==> src/rtl/pc_seq_pkg.sv <==
// Shared types and defaults for the program-counter fetch sequencer.
// Holds the FSM state encoding, reset/increment defaults and the word-alignment width.
package pc_seq_pkg;

  typedef enum logic [1:0] {
    IDLE  = 2'd0,
    FETCH = 2'd1,
    EXEC  = 2'd2
  } state_t;

  localparam int          PC_INC_DEFAULT   = 4;
  localparam logic [31:0] RESET_PC_DEFAULT = 32'h0000_0000;

  // Number of PC low bits that are always zero for a word-aligned address.
  localparam int ALIGN_LSBS = 2;

endpackage

==> src/rtl/next_pc_sel.sv <==
// Combinational next-PC resolution: jump beats taken branch, which beats PC+PC_INC.
// Also reports whether the resolved PC differs from the sequential one.
module next_pc_sel
  import pc_seq_pkg::*;
#(
  parameter int ADDR_W = 32,
  parameter int PC_INC = PC_INC_DEFAULT
) (
  input  logic [ADDR_W-1:0] pc,
  input  logic              branch,
  input  logic              zero,
  input  logic              jump,
  input  logic [ADDR_W-1:0] branch_offset,
  input  logic [ADDR_W-1:0] jump_target,
  output logic [ADDR_W-1:0] next_pc,
  output logic              redirect
);

  logic [ADDR_W-1:0] seq_pc;
  logic [ADDR_W-1:0] raw_pc;

  // Additions wrap modulo 2^ADDR_W by construction of the operand width.
  assign seq_pc = pc + ADDR_W'(PC_INC);

  always_comb begin
    // NOTE: every always_comb output gets a default first so no path can infer a latch.
    raw_pc = seq_pc;
    if (jump) begin
      raw_pc = jump_target;
    end else if (branch && zero) begin
      raw_pc = seq_pc + branch_offset;
    end
  end

  assign next_pc  = {raw_pc[ADDR_W-1:ALIGN_LSBS], {ALIGN_LSBS{1'b0}}};
  assign redirect = (next_pc != seq_pc);

endmodule

==> src/rtl/pc_fetch_sequencer.sv <==
// Program counter owner: handshaked fetch from instruction memory, hold the instruction
// until the datapath reports ExecDone, then retire and resolve the next PC.
module pc_fetch_sequencer
  import pc_seq_pkg::*;
#(
  parameter int              ADDR_W   = 32,
  parameter int              DATA_W   = 32,
  parameter logic [ADDR_W-1:0] RESET_PC = ADDR_W'(RESET_PC_DEFAULT),
  parameter int              PC_INC   = PC_INC_DEFAULT
) (
  input  logic              clk,
  input  logic              rst_n,
  input  logic              Run,
  output logic              ImemReq,
  output logic [ADDR_W-1:0] ImemAddr,
  input  logic              ImemAck,
  input  logic [DATA_W-1:0] ImemData,
  output logic [DATA_W-1:0] Instr,
  output logic              InstrValid,
  input  logic              ExecDone,
  input  logic              Branch,
  input  logic              Zero,
  input  logic              Jump,
  input  logic [ADDR_W-1:0] BranchOffset,
  input  logic [ADDR_W-1:0] JumpTarget,
  output logic [ADDR_W-1:0] PC,
  output logic              Taken,
  output logic [31:0]       RetireCount
);

  state_t            state;
  logic [ADDR_W-1:0] next_pc;
  logic              redirect;

  next_pc_sel #(
    .ADDR_W (ADDR_W),
    .PC_INC (PC_INC)
  ) u_next_pc_sel (
    .pc            (PC),
    .branch        (Branch),
    .zero          (Zero),
    .jump          (Jump),
    .branch_offset (BranchOffset),
    .jump_target   (JumpTarget),
    .next_pc       (next_pc),
    .redirect      (redirect)
  );

  // The PC only changes at retirement, so it is stable for the whole fetch handshake.
  assign ImemAddr = PC;

  // NOTE: sequential state uses non-blocking assignments only, so every register
  // samples pre-edge values regardless of statement order.
  always_ff @(posedge clk or negedge rst_n) begin
    if (!rst_n) begin
      state       <= IDLE;
      PC          <= RESET_PC;
      // NOTE: Instr is reset too, so decode never sees X even though InstrValid gates it.
      Instr       <= '0;
      InstrValid  <= 1'b0;
      ImemReq     <= 1'b0;
      Taken       <= 1'b0;
      RetireCount <= '0;
    end else begin
      Taken <= 1'b0;
      case (state)
        IDLE: begin
          if (Run) begin
            state   <= FETCH;
            ImemReq <= 1'b1;
          end
        end
        FETCH: begin
          // An outstanding fetch is always completed; Run is not looked at here.
          if (ImemAck) begin
            Instr      <= ImemData;
            InstrValid <= 1'b1;
            ImemReq    <= 1'b0;
            state      <= EXEC;
          end
        end
        EXEC: begin
          if (ExecDone) begin
            PC          <= next_pc;
            InstrValid  <= 1'b0;
            RetireCount <= RetireCount + 32'd1;
            Taken       <= redirect;
            if (Run) begin
              state   <= FETCH;
              ImemReq <= 1'b1;
            end else begin
              state <= IDLE;
            end
          end
        end
        default: begin
          state      <= IDLE;
          ImemReq    <= 1'b0;
          InstrValid <= 1'b0;
        end
      endcase
    end
  end

endmodule

==> config.mk <==
export PLATFORM = sky130hd
export DESIGN_NAME = pc_fetch_sequencer
export DESIGN_NICKNAME = d
export VERILOG_FILES = /design/src/rtl/pc_seq_pkg.sv /design/src/rtl/next_pc_sel.sv /design/src/rtl/pc_fetch_sequencer.sv
export SDC_FILE = /design/constraint.sdc
export NUM_CORES = 1
export LEC_CHECK = 0
export ABC_AREA = 1
export CORE_MARGIN = 5
export CORE_UTILIZATION = 50
export CTS_CLUSTER_SIZE = 10
export DETAILED_ROUTE_END_ITERATION = 7
export GPL_TIMING_DRIVEN = 0
export PLACE_DENSITY = 0.79
export SKIP_CTS_REPAIR_TIMING = 1
export SLEW_MARGIN = 25
export SYNTH_ARGS = -nofsm -noshare
export SYNTH_HDL_FRONTEND = slang
export SYNTH_SLANG_ARGS = --single-unit
==> constraint.sdc <==
create_clock -name clk -period 4.3 [get_ports clk]
set_input_delay 0.645 -clock clk [delete_from_list [all_inputs] [get_ports clk]]
set_output_delay 0.645 -clock clk [all_outputs]
set_load 0.02 [all_outputs]
Word-level counts from Yosys, hierarchy flattened:

Index checks and enable logic that the tools add are counted.

* bits in read-only memories: 0
* logic and storage cells: 40
* output and inout port bits: 131
* bits of input ports: 104
* latch bits: 0
* bits in writable memories: 0
* register bits after elaboration: 99
* memories kept: 0

* order comparisons: 0
* divide/modulo/power cells: 0
* reductions and logical operators: 7
* shift operators: 0
* bitwise operators: 1
* multiplexer cells: 16
* add/sub/neg operators: 3
* $mul: 0
* equal/unequal tests: 6

Operators with widths (count)
* 32-bit two-way mux: 2
* 32-bit by 1-bit adder with 32-bit output, second input constant: 1
* 32-bit by 3-bit adder with 32-bit output, second input constant: 1
* 32-bit adder: 1
* 32-bit != test: 1
* 1-bit two-way mux: 8
* 2-bit two-way mux: 3
* 2-bit != test, second input constant: 3
* 1-bit case mux with 3 select lines: 2
* 2-bit case mux with 3 select lines: 1
* 2-bit AND reduction: 3
* 3-bit AND reduction: 2
* 2-bit by 1-bit == test with 1-bit output, second input constant: 1
* 2-bit == test, second input constant: 1
* 2-bit logical NOT: 1
* 1-bit logical AND: 1
* 1-bit inverter: 1

Longest topological paths before layout:

* word-level depth: 7
* gate-level depth with buffers: 30
* gate-level depth less buffers: 30

Cells and area by module:

From an unflattened synthesis, not the netlist that was laid out.

* cells, all modules: 1546
* area total of the unflattened synthesis: 9422.8 sq um

By module, submodules not included
* next_pc_sel: instances 1, cells an instance 1052, area each 4812.1 sq um
* pc_fetch_sequencer: instances 1, cells an instance 494, area each 4610.7 sq um

Worst setup path before layout:

No wires, ideal clock.

* kind: flip-flop to flip-flop
* from: register PC[2], in the netlist ImemAddr[2]
* to: register Taken
* clock period less this slack: 3284 ps
* data arrival time: 3170 ps
* buffers on the path: 0
* setup time: 114 ps
* cell stages (with the launch flop): 27
* slack: 1016 ps
* path through: dfrtp_1 ha_1 nand3_1 inv_1 nand2_1 nor2_1 nand3_1 nand2_1 inv_1 ha_1 inv_1 nor3_1 and2_1 and2_1 nand2_1 nand3_1 nand3_1 nand2_1 nand2_1 nand2_1 nand2_1 inv_1 nand2_1 nor2_1 nand3_1 nand2_1 inv_1

* word-level cells in the longest chain between the ends: 7

Ends and longest elaborated chain
* start, declared: RTL line pc_fetch_sequencer.sv:26 `output logic [ADDR_W-1:0] PC,`
* start signal, assigned: RTL line pc_fetch_sequencer.sv:84 `PC <= next_pc;`
* 32-bit by 3-bit adder with 32-bit output *: RTL line next_pc_sel.sv:23 `assign seq_pc = pc + ADDR_W'(PC_INC);`
* 32-bit adder: RTL line next_pc_sel.sv:31 `raw_pc = seq_pc + branch_offset;`
* 32-bit two-way mux: RTL line next_pc_sel.sv:30 `end else if (branch && zero) begin`
* 32-bit two-way mux: RTL line next_pc_sel.sv:28 `if (jump) begin`
* 32-bit != test *: RTL line next_pc_sel.sv:36 `assign redirect = (next_pc != seq_pc);`
* 1-bit two-way mux *: RTL line pc_fetch_sequencer.sv:83 `if (ExecDone) begin`
* 1-bit two-way mux *: RTL line pc_fetch_sequencer.sv:66 `case (state)`
* end signal, assigned: RTL line pc_fetch_sequencer.sv:87 `Taken <= redirect;`
* end, declared: RTL line pc_fetch_sequencer.sv:27 `output logic Taken,`

Mark *: on every way between the ends. The rest lies on a longest branch, timed or not.
A chain may end at the register's enable or synchronous reset.

Worst setup path after layout:

* from: register PC[3], in the netlist ImemAddr[3]
* to: register Taken

The elaborated chain is that of the path after synthesis.

==> results list <==
- During placement, the flow inserted port buffers numbering 226.
* Die width: approximately 140 um
- Count of unique library cells instantiated by Yosys: 38
- Critical Path End: Taken
- Predominant post-synthesis flop cell: sky130_fd_sc_hd__dfrtp_1
- P&R area growth vs syn: 33.4%
- Number of pins with negative max-slew slack in the final report: 0
* Setup repair after global routing missed its margin: false
- Fraction of final layout cells sized beyond drive strength 1: 0.0802
- Number of enable flip-flop cells after synthesis: 0
- In this run, synthesis produced a sequential element count of between 90 and 100.
- TritonCTS built the clock tree.
- Counting tap cells, the placed design contains a total of 1840 instances.
- sky130_fd_sc_hd__nand2_1 is the most common cell in the netlist.
- Overall global routing resource usage: 0.291
- The run finished with clean final reports.
- Summed over all nets, the half-perimeter wirelength after detailed placement is ~25 mm.
- Syn Std Cell Area: a little under 9000 sq um
- The die is about 140 um tall.
- Data arrival time of the critical path: 4360 ps
- Number of warnings issued by yosys: 0
* Post-synthesis instance total: 1385
* Start of the worst register-to-register path: ImemAddr[3]
* Leading post-synthesis cells by instance count: sky130_fd_sc_hd__nand2_1 (501), sky130_fd_sc_hd__inv_1 (225), sky130_fd_sc_hd__nand3_1 (127), sky130_fd_sc_hd__dfrtp_1 (99), sky130_fd_sc_hd__nor2_1 (99)
- The number of antenna violations at the first check in global routing came to 1.
- After the first detailed-routing iteration, the DRC count stood at 932.
- Non-filler instance count after layout: roughly 1900
- Min Clock Period, post-route: approximately 4000 ps
- Worst slew margin relative to its limit: 0.537
- R2R Setup Slk: 180 ps
- Category of the critical setup timing path: reg -> reg
- Worst EP required: 4540 ps
* Largest net degree at the start of global routing: 65
* Number of clock buffers inserted by TritonCTS: 9
- The number of global-route vias before repair is just under 9000.
* Number of failing setup endpoints in the final timing report: 0
- Tot Pwr: 0.00739 W
- For this run, asynchronously set or reset flops after synthesis account for 1.00.
- In the post-synthesis netlist, the biggest area contributors are sky130_fd_sc_hd__dfrtp_1 (28%), sky130_fd_sc_hd__nand2_1 (21%), sky130_fd_sc_hd__inv_1 (9.6%).
- Top cell type's share of synthesized area: 0.283
- Origin of the worst setup path: ImemAddr[3]
* Reg2reg end: Taken
* Area of the die: 20300 sq um
* Buffer type at the clock tree root: sky130_fd_sc_hd__clkbuf_16
- For this run, the detailed router's first-pass iteration total came to 5.
- Static timing analysis puts the maximum clock frequency at 243 MHz.
* DRC viols: 0
* Peak supply drop: around 0.40 mV
- Avg Cell Area, Syn: ~6.3 sq um
- In this run the worst hold path is classified as in -> async.
- Summed over all cells, the static leakage comes to 6.08 nW.
- Detailed routing inserted a total of 9563 vias.
- Clock slew at reported path FFs: 70 ps
* Final period utilization: 0.958
- Net total in the final layout: between 1500 and 2000
- Final-layout fill cell count: 1592
* Initial cell density of the core: 0.509
* Worst R2R Path Depth: 26
- CP max FO: 6
- Deepest level of the CTS H-tree: 3
- At the later pin of the worst-skew pair, clock insertion delay measures approximately 350 ps.
* CTS sink count: 99
* Fin Clk Skew: 6.59 ps
* Post-DR wirelength/cell: 16.2 um
- The floorplan has 48 rows.
* Startpoint type of the worst setup path: register
- Area of combinational cells with multiple inputs: between 5000 and 6000 sq um
- The tool flagged a number of max-cap violations equal to 0.
* Sequential cell area: roughly 2500 sq um
- The first global-routing pass estimated 46.6 mm of wire.
- Pwr/cell area: 632 nW/um^2
- For the pin with the worst max-slew slack, the measured transition is ~700 ps.
* N_diodes: 0
- Wire length after detailed routing: 30.1 mm
* Vias per std cell: 5.15
- The count of final hold-check violations came to 0.
- In this run the deepest clock path goes through 2 buffers.
* Routability congestion estimate from global placement: 0.975
* Leftover overflow at the end of global routing: 0
- In this run the standard cell core region covers 17200 sq um.
- The worst setup path is captured at a register.
- For this run, the register share of the synthesized area comes to 0.283.
* Ports: between 200 and 250
* Count of antenna-violating nets left after detailed routing: 0
- sky130_fd_sc_hd__dfrtp_1 takes more of the synthesized area than any other cell.
-- critical path, stage by stage, from the launching register on --
cell and delay [ps]:
sky130_fd_sc_hd__dfrtp_2 440, sky130_fd_sc_hd__ha_4 200, sky130_fd_sc_hd__nand3_1 200, sky130_fd_sc_hd__inv_2 170, sky130_fd_sc_hd__nand2_1 150, sky130_fd_sc_hd__inv_1 220, sky130_fd_sc_hd__nand2_1 70, sky130_fd_sc_hd__nand2_1 90
sky130_fd_sc_hd__inv_1 80, sky130_fd_sc_hd__ha_1 370, sky130_fd_sc_hd__nand2_1 90, sky130_fd_sc_hd__nor2_1 320, sky130_fd_sc_hd__nand3_1 190, sky130_fd_sc_hd__nand3_1 240, sky130_fd_sc_hd__nand2_1 80, sky130_fd_sc_hd__nand3_1 80
sky130_fd_sc_hd__nand3_1 110, sky130_fd_sc_hd__nand2_1 120, sky130_fd_sc_hd__nand2_1 60, sky130_fd_sc_hd__nand2_1 50, sky130_fd_sc_hd__nand2_1 40, sky130_fd_sc_hd__nor2_1 110, sky130_fd_sc_hd__nand3_1 90, sky130_fd_sc_hd__nor2_2 210
sky130_fd_sc_hd__nand3_1 100, sky130_fd_sc_hd__nand2_1 70, sky130_fd_sc_hd__inv_1 40
-- layout by cell type (no fill, tap or decap), types with 2 or more instances in the layout --
master	netlist	layout
sky130_fd_sc_hd__a21o_1	2	2
sky130_fd_sc_hd__a21oi_1	28	28
sky130_fd_sc_hd__and2_1	5	5
sky130_fd_sc_hd__buf_1	4	4
sky130_fd_sc_hd__buf_4	34	37
sky130_fd_sc_hd__clkbuf_1	16	16
sky130_fd_sc_hd__clkbuf_16	0	9
sky130_fd_sc_hd__clkdlybuf4s50_1	0	225
sky130_fd_sc_hd__clkinvlp_4	0	2
sky130_fd_sc_hd__conb_1	1	4
sky130_fd_sc_hd__dfrtp_1	99	94
sky130_fd_sc_hd__dfrtp_2	0	5
sky130_fd_sc_hd__ha_1	36	35
sky130_fd_sc_hd__inv_1	225	224
sky130_fd_sc_hd__inv_2	3	4
sky130_fd_sc_hd__mux2_2	32	32
sky130_fd_sc_hd__nand2_1	501	501
sky130_fd_sc_hd__nand2_2	3	3
sky130_fd_sc_hd__nand3_1	127	126
sky130_fd_sc_hd__nand3_2	1	2
sky130_fd_sc_hd__nand3b_1	5	5
sky130_fd_sc_hd__nand4_1	22	22
sky130_fd_sc_hd__nor2_1	99	94
sky130_fd_sc_hd__nor2_2	3	8
sky130_fd_sc_hd__nor2_4	2	2
sky130_fd_sc_hd__nor3_1	16	15
sky130_fd_sc_hd__nor3_2	1	2
sky130_fd_sc_hd__nor3_4	2	2
sky130_fd_sc_hd__o211ai_1	7	7
sky130_fd_sc_hd__o21ai_0	49	49
sky130_fd_sc_hd__o22ai_1	2	2
sky130_fd_sc_hd__or2_2	12	12
sky130_fd_sc_hd__xnor2_1	14	14
sky130_fd_sc_hd__xor2_1	26	26
-- registers in the layout (all words and copies together), names as in the netlist --
register     count
state            2
Taken            1
ImemAddr        30
RetireCount     32
Instr           32
InstrValid       1
ImemReq          1
-- cell type report --
class / count / area share
Tap cell: 225 / 0.0241
Inverter: 230 / 0.0741
Multi-Input combinational cell: 1005 / 0.440
Buffer: 54 / 0.0283
Clock buffer: 10 / 0.0204
Clock inverter: 5 / 0.00321
Timing Repair Buffer: 230 / 0.198
Sequential cell: 99 / 0.212
-- cell families (layout without fill, tap and decap cells) --
kind of cell	count (synthesis)	count (layout)	share of synthesized area
flops	99	99	0.283
simple gates	802	802	0.391
buf+inv	284	529	0.136
fa+ha+maj	37	37	0.0537
other cells	1	4	0.000428
mux	32	32	0.0411
compound gates	90	90	0.0549
xor+xnor	40	40	0.0400
-- routing by layer --
layer / up-vias / routed length (um) / track usage
li1: 4761 / - / -
met1: 4316 / 12500 / 0.385
met2: 425 / 13900 / 0.477
met3: 61 / 2660 / 0.0591
met4: 0 / 1040 / 0.0975
met5: - / 0 / 0
-- where the power goes --
group          internal [W]  switching, W  leakage, nW
logic               0.00207       0.00285         4.73
clock network      0.000407      0.000369        0.131
registers           0.00127      0.000419         1.21
-- how the worst min path moves through the flow --
stage                      end  slack (ps)  cells past startpoint
2_1_floorplan     ImemAddr[10]         350                      0
3_3_place_gp   RetireCount[31]         460                      1
3_5_place_dp   RetireCount[20]         490                      1
4_1_cts        RetireCount[31]         190                      1
5_1_grt        RetireCount[31]         200                      1
6_report       RetireCount[31]         190                      1
-- per-stage QoR --
| step | area [sq um] | setup TNS [ps] | hold WS, ps | setup slack [ps] | utilization |
|---|---|---|---|---|---|
| floorplan | 8780 | 0 | 349 | 1020 | - |
| global placement | 11300 | -114950 | 456 | -1170 | 0.657 |
| detailed placement | 11400 | -248 | 488 | -166 | 0.659 |
| CTS | 11600 | -297 | 191 | -182 | 0.675 |
| global route | 11700 | 0 | 203 | 3.94 | 0.678 |
| finish | 11700 | 0 | 189 | 182 | 0.678 |
No activity file was read; power rests on OpenSTA's default activity.
